## src/rtl/hazard_scoreboard_ctrl.sv

```systemverilog
// Pipeline interlock and forwarding controller for the 5-stage MIPS core.
// Shadows the EX/MEM destinations, raises load-use and HI/LO stalls, and registers the EX forwarding selects.
module hazard_scoreboard_ctrl #(
  parameter int MULDIV_CYCLES = 4,
  parameter int CNT_W         = 3
) (
  input  logic       clk,
  input  logic       rst_n,
  input  logic       id_valid,
  input  logic [5:0] id_rreg1,
  input  logic [5:0] id_rreg2,
  input  logic [5:0] id_wreg,
  input  logic       id_is_load,
  input  logic       id_is_muldiv,
  input  logic       flush,
  output logic       stall_if_id,
  output logic       bubble_ex,
  output logic [1:0] fwd_a_sel,
  output logic [1:0] fwd_b_sel,
  output logic       muldiv_busy
);

  localparam logic [5:0] REG_HILO = 6'd33;

  logic [5:0]       ex_dst_q, ex_dst_d, mem_dst_q;
  logic             ex_load_q, ex_load_d;
  logic [CNT_W-1:0] busy_cnt_q, busy_cnt_d;
  logic [1:0]       fwd_a_q, fwd_a_d, fwd_b_q, fwd_b_d;
  logic             load_use, md_hazard, advance;

  function automatic logic reg_match(input logic [5:0] r, input logic [5:0] dst);
    return (r != 6'd0) && (r == dst);
  endfunction

  // EX producer is younger than MEM, so it wins when both hold the same register.
  function automatic logic [1:0] fwd_sel(input logic [5:0] r, input logic [5:0] ex_d,
                                         input logic [5:0] mem_d);
    if (reg_match(r, ex_d))       return 2'd1;
    else if (reg_match(r, mem_d)) return 2'd2;
    else                          return 2'd0;
  endfunction

  assign muldiv_busy = (busy_cnt_q != '0);

  assign load_use  = id_valid & ex_load_q &
                     (reg_match(id_rreg1, ex_dst_q) | reg_match(id_rreg2, ex_dst_q));
  assign md_hazard = id_valid & muldiv_busy &
                     (id_is_muldiv | (id_rreg1 == REG_HILO) | (id_rreg2 == REG_HILO));

  assign stall_if_id = (load_use | md_hazard) & ~flush;
  assign bubble_ex   = stall_if_id | flush | ~id_valid;
  assign advance     = ~bubble_ex;

  assign fwd_a_sel = fwd_a_q;
  assign fwd_b_sel = fwd_b_q;

  // The busy counter alone records HI/LO occupancy; no separate EX mul/div flag is needed.
  always_comb begin
    ex_dst_d   = advance ? id_wreg : 6'd0;
    ex_load_d  = advance & id_is_load;
    fwd_a_d    = advance ? fwd_sel(id_rreg1, ex_dst_q, mem_dst_q) : 2'd0;
    fwd_b_d    = advance ? fwd_sel(id_rreg2, ex_dst_q, mem_dst_q) : 2'd0;
    busy_cnt_d = busy_cnt_q;
    if (advance && id_is_muldiv) begin
      busy_cnt_d = CNT_W'(MULDIV_CYCLES);
    end else if (busy_cnt_q != '0) begin
      busy_cnt_d = busy_cnt_q - CNT_W'(1);
    end
  end

  always_ff @(posedge clk or negedge rst_n) begin
    if (!rst_n) begin
      ex_dst_q   <= 6'd0;
      ex_load_q  <= 1'b0;
      mem_dst_q  <= 6'd0;
      busy_cnt_q <= '0;
      fwd_a_q    <= 2'd0;
      fwd_b_q    <= 2'd0;
    end else begin
      ex_dst_q   <= ex_dst_d;
      ex_load_q  <= ex_load_d;
      mem_dst_q  <= ex_dst_q;
      busy_cnt_q <= busy_cnt_d;
      fwd_a_q    <= fwd_a_d;
      fwd_b_q    <= fwd_b_d;
    end
  end

endmodule
```

## config.mk

```make
export PLATFORM = sky130hd
export DESIGN_NAME = hazard_scoreboard_ctrl
export DESIGN_NICKNAME = d
export VERILOG_FILES = /design/src/rtl/hazard_scoreboard_ctrl.sv
export SDC_FILE = /design/constraint.sdc
export NUM_CORES = 1
export LEC_CHECK = 0
export ABC_AREA = 1
export ABC_CLOCK_PERIOD_IN_PS = 1400
export BUFFER_PORTS_ARGS = -buffer_cell sky130_fd_sc_hd__clkbuf_2
export CAP_MARGIN = 20
export CORE_MARGIN = 1
export CORE_UTILIZATION = 35
export DETAILED_ROUTE_END_ITERATION = 12
export GPL_ROUTABILITY_DRIVEN = 0
export MAX_ROUTING_LAYER = met4
export PLACE_DENSITY_LB_ADDON = 0.15
export SETUP_SLACK_MARGIN = 0.1
export SLEW_MARGIN = 20
export SYNTH_ARGS = -nofsm -noshare
export SYNTH_HDL_FRONTEND = slang
export SYNTH_SLANG_ARGS = --single-unit
export TNS_END_PERCENT = 10
```

## constraint.sdc

```tcl
create_clock -name clk -period 1.4 [get_ports clk]
set_input_delay 0 -clock clk [delete_from_list [all_inputs] [get_ports clk]]
set_output_delay 0 -clock clk [all_outputs]
set_load 0.03 [all_outputs]
```

Word level (Yosys, flattened, before mapping)
Cells that the tools add are included.

Register bits: 20. Latch bits: 0. RAM bits: 0. Memory bits (read-only): 0. Bits of input ports: 24. Output and inout port bits: 7. Logic and storage cells: 46. Memories: 0.

Add/sub/neg operators: 1. Multiply operators: 0. Divide/modulo/power cells: 0. $lt $le $gt $ge: 0. Eq/ne operators: 6. Shifts and indexed selects: 0. Muxes and demuxes: 9. Bitwise logic cells: 15. Reductions and logical operators: 9.

Operators with widths (count): $eq 6x6->1 (4); $eq 6x6->1 const B (2); $mux 2 (6); $reduce_bool 6->1 (2); $and 1x1->1 (6); $mux 3 (2); $mux 6 (1); $or 1x1->1 (6); $logic_and 1x1->1 (5); $not 1->1 (3); $reduce_bool 3->1 (1); $sub 3x1->3 const B (1); $reduce_bool 2->1 (1).

Logic depth before layout (Yosys ltp)
Depth in word-level cells: 11. Depth in mapped cells: 12. Depth with buffers taken out: 11.

Least setup slack after synthesis
OpenSTA, ideal clock, no wires.

Path type: reg2out. From: register busy_cnt_q[0]. To: output stall_if_id. Arrival time: 1.692 ns. Required time: 1.400 ns. Slack: -0.292 ns. Stages on the path, launching flop included: 9. Buffers on the path: 0. Cells stage by stage: dfrtp_1 > inv_1 > ha_1 > nand2_1 > inv_1 > nor2_1 > o21ai_0 > and2_4 > nor2_1.

Word-level cells in the longest chain between the ends: 5.

RTL lines: start: declaration (line 27) `logic [CNT_W-1:0] busy_cnt_q, busy_cnt_d;`; start signal: assignment (line 83) `busy_cnt_q <= busy_cnt_d;`; $reduce_bool 3->1 (line 43) `assign muldiv_busy = (busy_cnt_q != '0);`; named net muldiv_busy (line 20) `output logic muldiv_busy`; $and 1x1->1 (2 in series) (line 47) `assign md_hazard = id_valid & muldiv_busy &`; $or 1x1->1 (line 50) `assign stall_if_id = (load_use | md_hazard) & ~flush;`; $and 1x1->1 (line 50); end: declaration (line 16) `output logic stall_if_id,`.

The timed path passes the listed nets, and every way through them passes these cells.

Final worst setup path
From: register ex_dst_q[3]. To: output stall_if_id.

Word-level cells in the longest chain between the ends: 6. Elaborated cells on any way between the ends: 8. Classes of those cells: 2 x eq/ne; 4 x bitwise; 2 x reduce/logical.

RTL lines: start: declaration (line 25) `logic [5:0] ex_dst_q, ex_dst_d, mem_dst_q;`; start signal: assignment (line 80) `ex_dst_q <= ex_dst_d;`; $eq 6x6->1 (line 32) `return (r != 6'd0) && (r == dst);`; $logic_and 1x1->1 (line 32); $or 1x1->1 (*) (line 46) `(reg_match(id_rreg1, ex_dst_q) | reg_match(id_rreg2, ex_dst_q));`; $and 1x1->1 (*) (line 45) `assign load_use = id_valid & ex_load_q &`; $or 1x1->1 (*) (line 50); $and 1x1->1 (*) (line 50).

Mark *: on every way between the ends. The rest lies on a longest branch, timed or not.

==> implementation parameters <==
Parameter                              Value

Worst setup path
  Setup slack on the worst flop-to-flop path    -0.12 ns
  Type of element capturing the critical path    output pin
  Worst flop-to-flop path startpoint    ex_dst_q[3]
  Max FO, Critical Path    4
  Number of cells on the worst reg-to-reg path    12
  Startpoint-to-endpoint class of the critical path    register to output pin
  Required time at the endpoint of the critical path    between 1 and 1.5 ns
  Worst endpoint data arrival time    about 1.7 ns
  Endpoint of the most critical register-to-register path    fwd_a_sel[0]
  Critical path launch point type    register

Synth
  Average footprint of a synthesized cell    around 7.7 um2
  Flip-flop and latch count after synthesis    20
  Portion of the post-synthesis area used by sequential elements    0.441
  Cell types with the largest area share after synthesis    dfrtp_1 44%, nand2_1 11%, inv_1 9.6%
  Number of library cell types mapped by synthesis    17
  Portion of synthesized cell area occupied by the leading cell type    0.441
  Netlist area before placement    about 0.0011 mm2
  Library cell occupying the most area in the post-synthesis netlist    dfrtp_1
  Post-Syn Nets    between 150 and 200
  Yosys warnings    0
  Synthesized instance count    148

Floorplanning
  Core Rows    20
  Starting utilization of the core area    0.372
  Y dimension of the die    slightly below 60 um
  Die outline width    58.9 um
  Die area    roughly 0.0035 mm2
  Area of the placeable core    a little over 0.003 mm2
  Total I/O pin count    31

Final layout
  Antenna diode instance count    0
  Utilization after layout    0.507
  Synthesis-to-finish area growth    36.5%
  Layout filler cell count    around 310
  Finished Layout Cells    ~240
  Final Instance Area    about 0.0015 mm2
  Number of nets at the end of the flow    between 200 and 250
  Layout cell share with drive strength beyond 1    0.245

Timing
  Final hold violation count    0
  Unrepaired setup endpoints after global routing    yes
  Slew @ Worst Pin    about 0.49 ns
  Min cycle time layout    between 1.5 and 2 ns
  Worst-case headroom to the max-slew limit    0.671
  Min setup slack post-route    -0.270 ns
  Final setup violating endpoints    13
  Achievable clock frequency    about 0.6 GHz
  Largest clock skew in the final design    0.00364 ns
  Part of the cycle the worst path needs    1.19
  Slew Viols, Final    0

Routing
  Drt first-iter violations    57
  DRC Markers    0
  Overall routed net length    2.52 mm
  Average wire per cell in the routed design    between 10 and 15 um
  Final ANT Viol Nets    0
  First-pass iteration count of the detailed router    4
  DR vias/cell    approximately 4.4
  Total via count in the routed design    approximately 1000

Pwr
  Static leakage    around 0.83 nW
  Power density normalized to cell area    about 1000 mW/mm2
  Max VDD drop    approximately 500 uV

Placed design
  Placed cell count    223
  Dpl ws    -0.0816 ns
  Number of input and output port buffers inserted    30
  Estimated wirelength of the detail-placed design    between 1.5 and 2 mm
  Post-Place Cell Area    roughly 0.0014 mm2

Hold path
  Hold Crit Class    input pin to register
  Launch instance of the worst min-delay path    id_is_muldiv
  Hold Path Cell Cnt    3
  Worst hold path endpoint    busy_cnt_q[2]

Global route
  Global-route wire length before repair    around 4.3 mm
  Pin count of the biggest net entering global routing    21
  Total Routing Usage GR    0.169
  Antenna violations before repair    0
  Number of global-route vias before repair    1000
  Congestion Overflow GR    0

Clocking
  Clock latency reported for the late side of the worst-skew pair    around 0.29 ns
  Clock sink total    20
  H-tree levels    1
  Cell at the root of the clock tree    clkbuf_4
  Number of buffers created by CTS    3
  Buffers from clock root to sink, at most    2
  Clock-pin transition on the worst setup and hold timing paths    around 0.1 ns
  TritonCTS clock tree    done

Run status
  Outcome    finished with violations
  Violated checks    negative setup slack

Run
  Max capacitance violation total    0
-- routing by layer --
layer,up-vias,part of all wire,global-route usage
li1,529,-,-
met1,475,0.48,0.222
met2,22,0.48,0.269
met3,2,0.037,0.0220
met4,0,0.0075,0.0578
met5,-,0,-
-- placed cells by master, fill, tap and decap left out, types with 3 or more instances in the layout --
| cell | synthesis | layout |
|---|---|---|
| xor2_1 | 7 | 7 |
| nand4_1 | 5 | 5 |
| clkbuf_2 | 0 | 28 |
| nor2_1 | 28 | 27 |
| inv_1 | 29 | 26 |
| dlygate4sd3_1 | 0 | 8 |
| clkbuf_4 | 0 | 3 |
| xnor2_1 | 11 | 10 |
| dfrtp_1 | 20 | 19 |
| buf_4 | 0 | 3 |
| nand2_1 | 33 | 32 |
-- registers in the layout, indices dropped and copies added (netlist names) --
signal,count
ex_dst_q,6
ex_load_q,1
fwd_b_sel,2
mem_dst_q,6
busy_cnt_q,3
fwd_a_sel,2
-- power by group --
group	internal (W)	leakage [nW]	total, W	switching [W]
logic	0.000285	0.545	0.000647	0.000362
clock network	0.0000998	0.0138	0.000256	0.000156
registers	0.000646	0.266	0.000689	0.0000429
total	0.00103	0.826	0.00159	0.000561
-- synthesized netlist by cell type --
cell type,number
ha_1,2
nor3_1,1
nor3b_1,1
buf_6,1
o21ai_0,4
xnor2_1,11
or2_1,1
nor2_1,28
nand2_1,33
xor2_1,7
nand3_1,1
nand4_1,5
dfrtp_1,20
inv_1,29
nand2_2,1
and2_4,1
nor4_1,2
-- worst max-delay path: stages, from the launching register on --
cell	delay (ns)
dfrtp_2	0.45
inv_1	0.06
nand2_1	0.05
nand2_1	0.05
nand2_1	0.06
nor2_1	0.11
nand2_1	0.08
nand2_1	0.07
nand2_1	0.06
and2_4	0.19
nor2_4	0.09
buf_8	0.12
-- per-stage QoR --
step | power (W) | hold WS (ns) | setup TNS (ns)
2_1_floorplan | 0.00116 | -0.296 | 0
3_3_place_gp | 0.00129 | -0.0202 | -0.209
3_5_place_dp | 0.00130 | -0.00524 | -0.445
4_1_cts | 0.00162 | 0.0301 | -1.71
5_1_grt | 0.00171 | 0.0499 | -3.53
6_report | 0.00159 | 0.0469 | -1.66
-- cell families after synthesis --
family | synth area share
and+or+nand+nor | 0.275
xor gates and xnor gates | 0.139
DFF | 0.441
buffers and inverters | 0.106
AOI/OAI and AO/OA | 0.0176
adders and majority gates | 0.0220
-- worst max path at each step --
stage / from / endpoint / slack [ns] / cells past startpoint
finish: ex_dst_q[3] / stall_if_id / -0.27 / 11
global route: ex_dst_q[2] / stall_if_id / -0.43 / 9
CTS: ex_dst_q[3] / stall_if_id / -0.32 / 9
detailed placement: ex_dst_q[3] / bubble_ex / -0.08 / 9
global placement: ex_dst_q[3] / bubble_ex / -0.07 / 9
floorplan: ex_dst_q[3] / fwd_a_sel[0] / 0.02 / 12
-- area by class of cell --
type / instances / area (um2) / share of cell area
Clock buffer: 3 / 22.5 / 0.0145
Inverter: 29 / 111 / 0.0719
Multi-Input combinational cell: 98 / 572 / 0.369
Sequential cell: 20 / 502 / 0.324
Tap cell: 44 / 55.1 / 0.0355
Timing Repair Buffer: 42 / 287 / 0.185
-- what timing repair did --
item	CTS	global route
endpoints found under the setup margin	14	16
setup buffers	2	0
hold buffers	8	0
endpoints found under the hold margin	27	0
pin swaps	4	6
gates resized for setup	8	4
No activity file was read; power rests on OpenSTA's default activity.
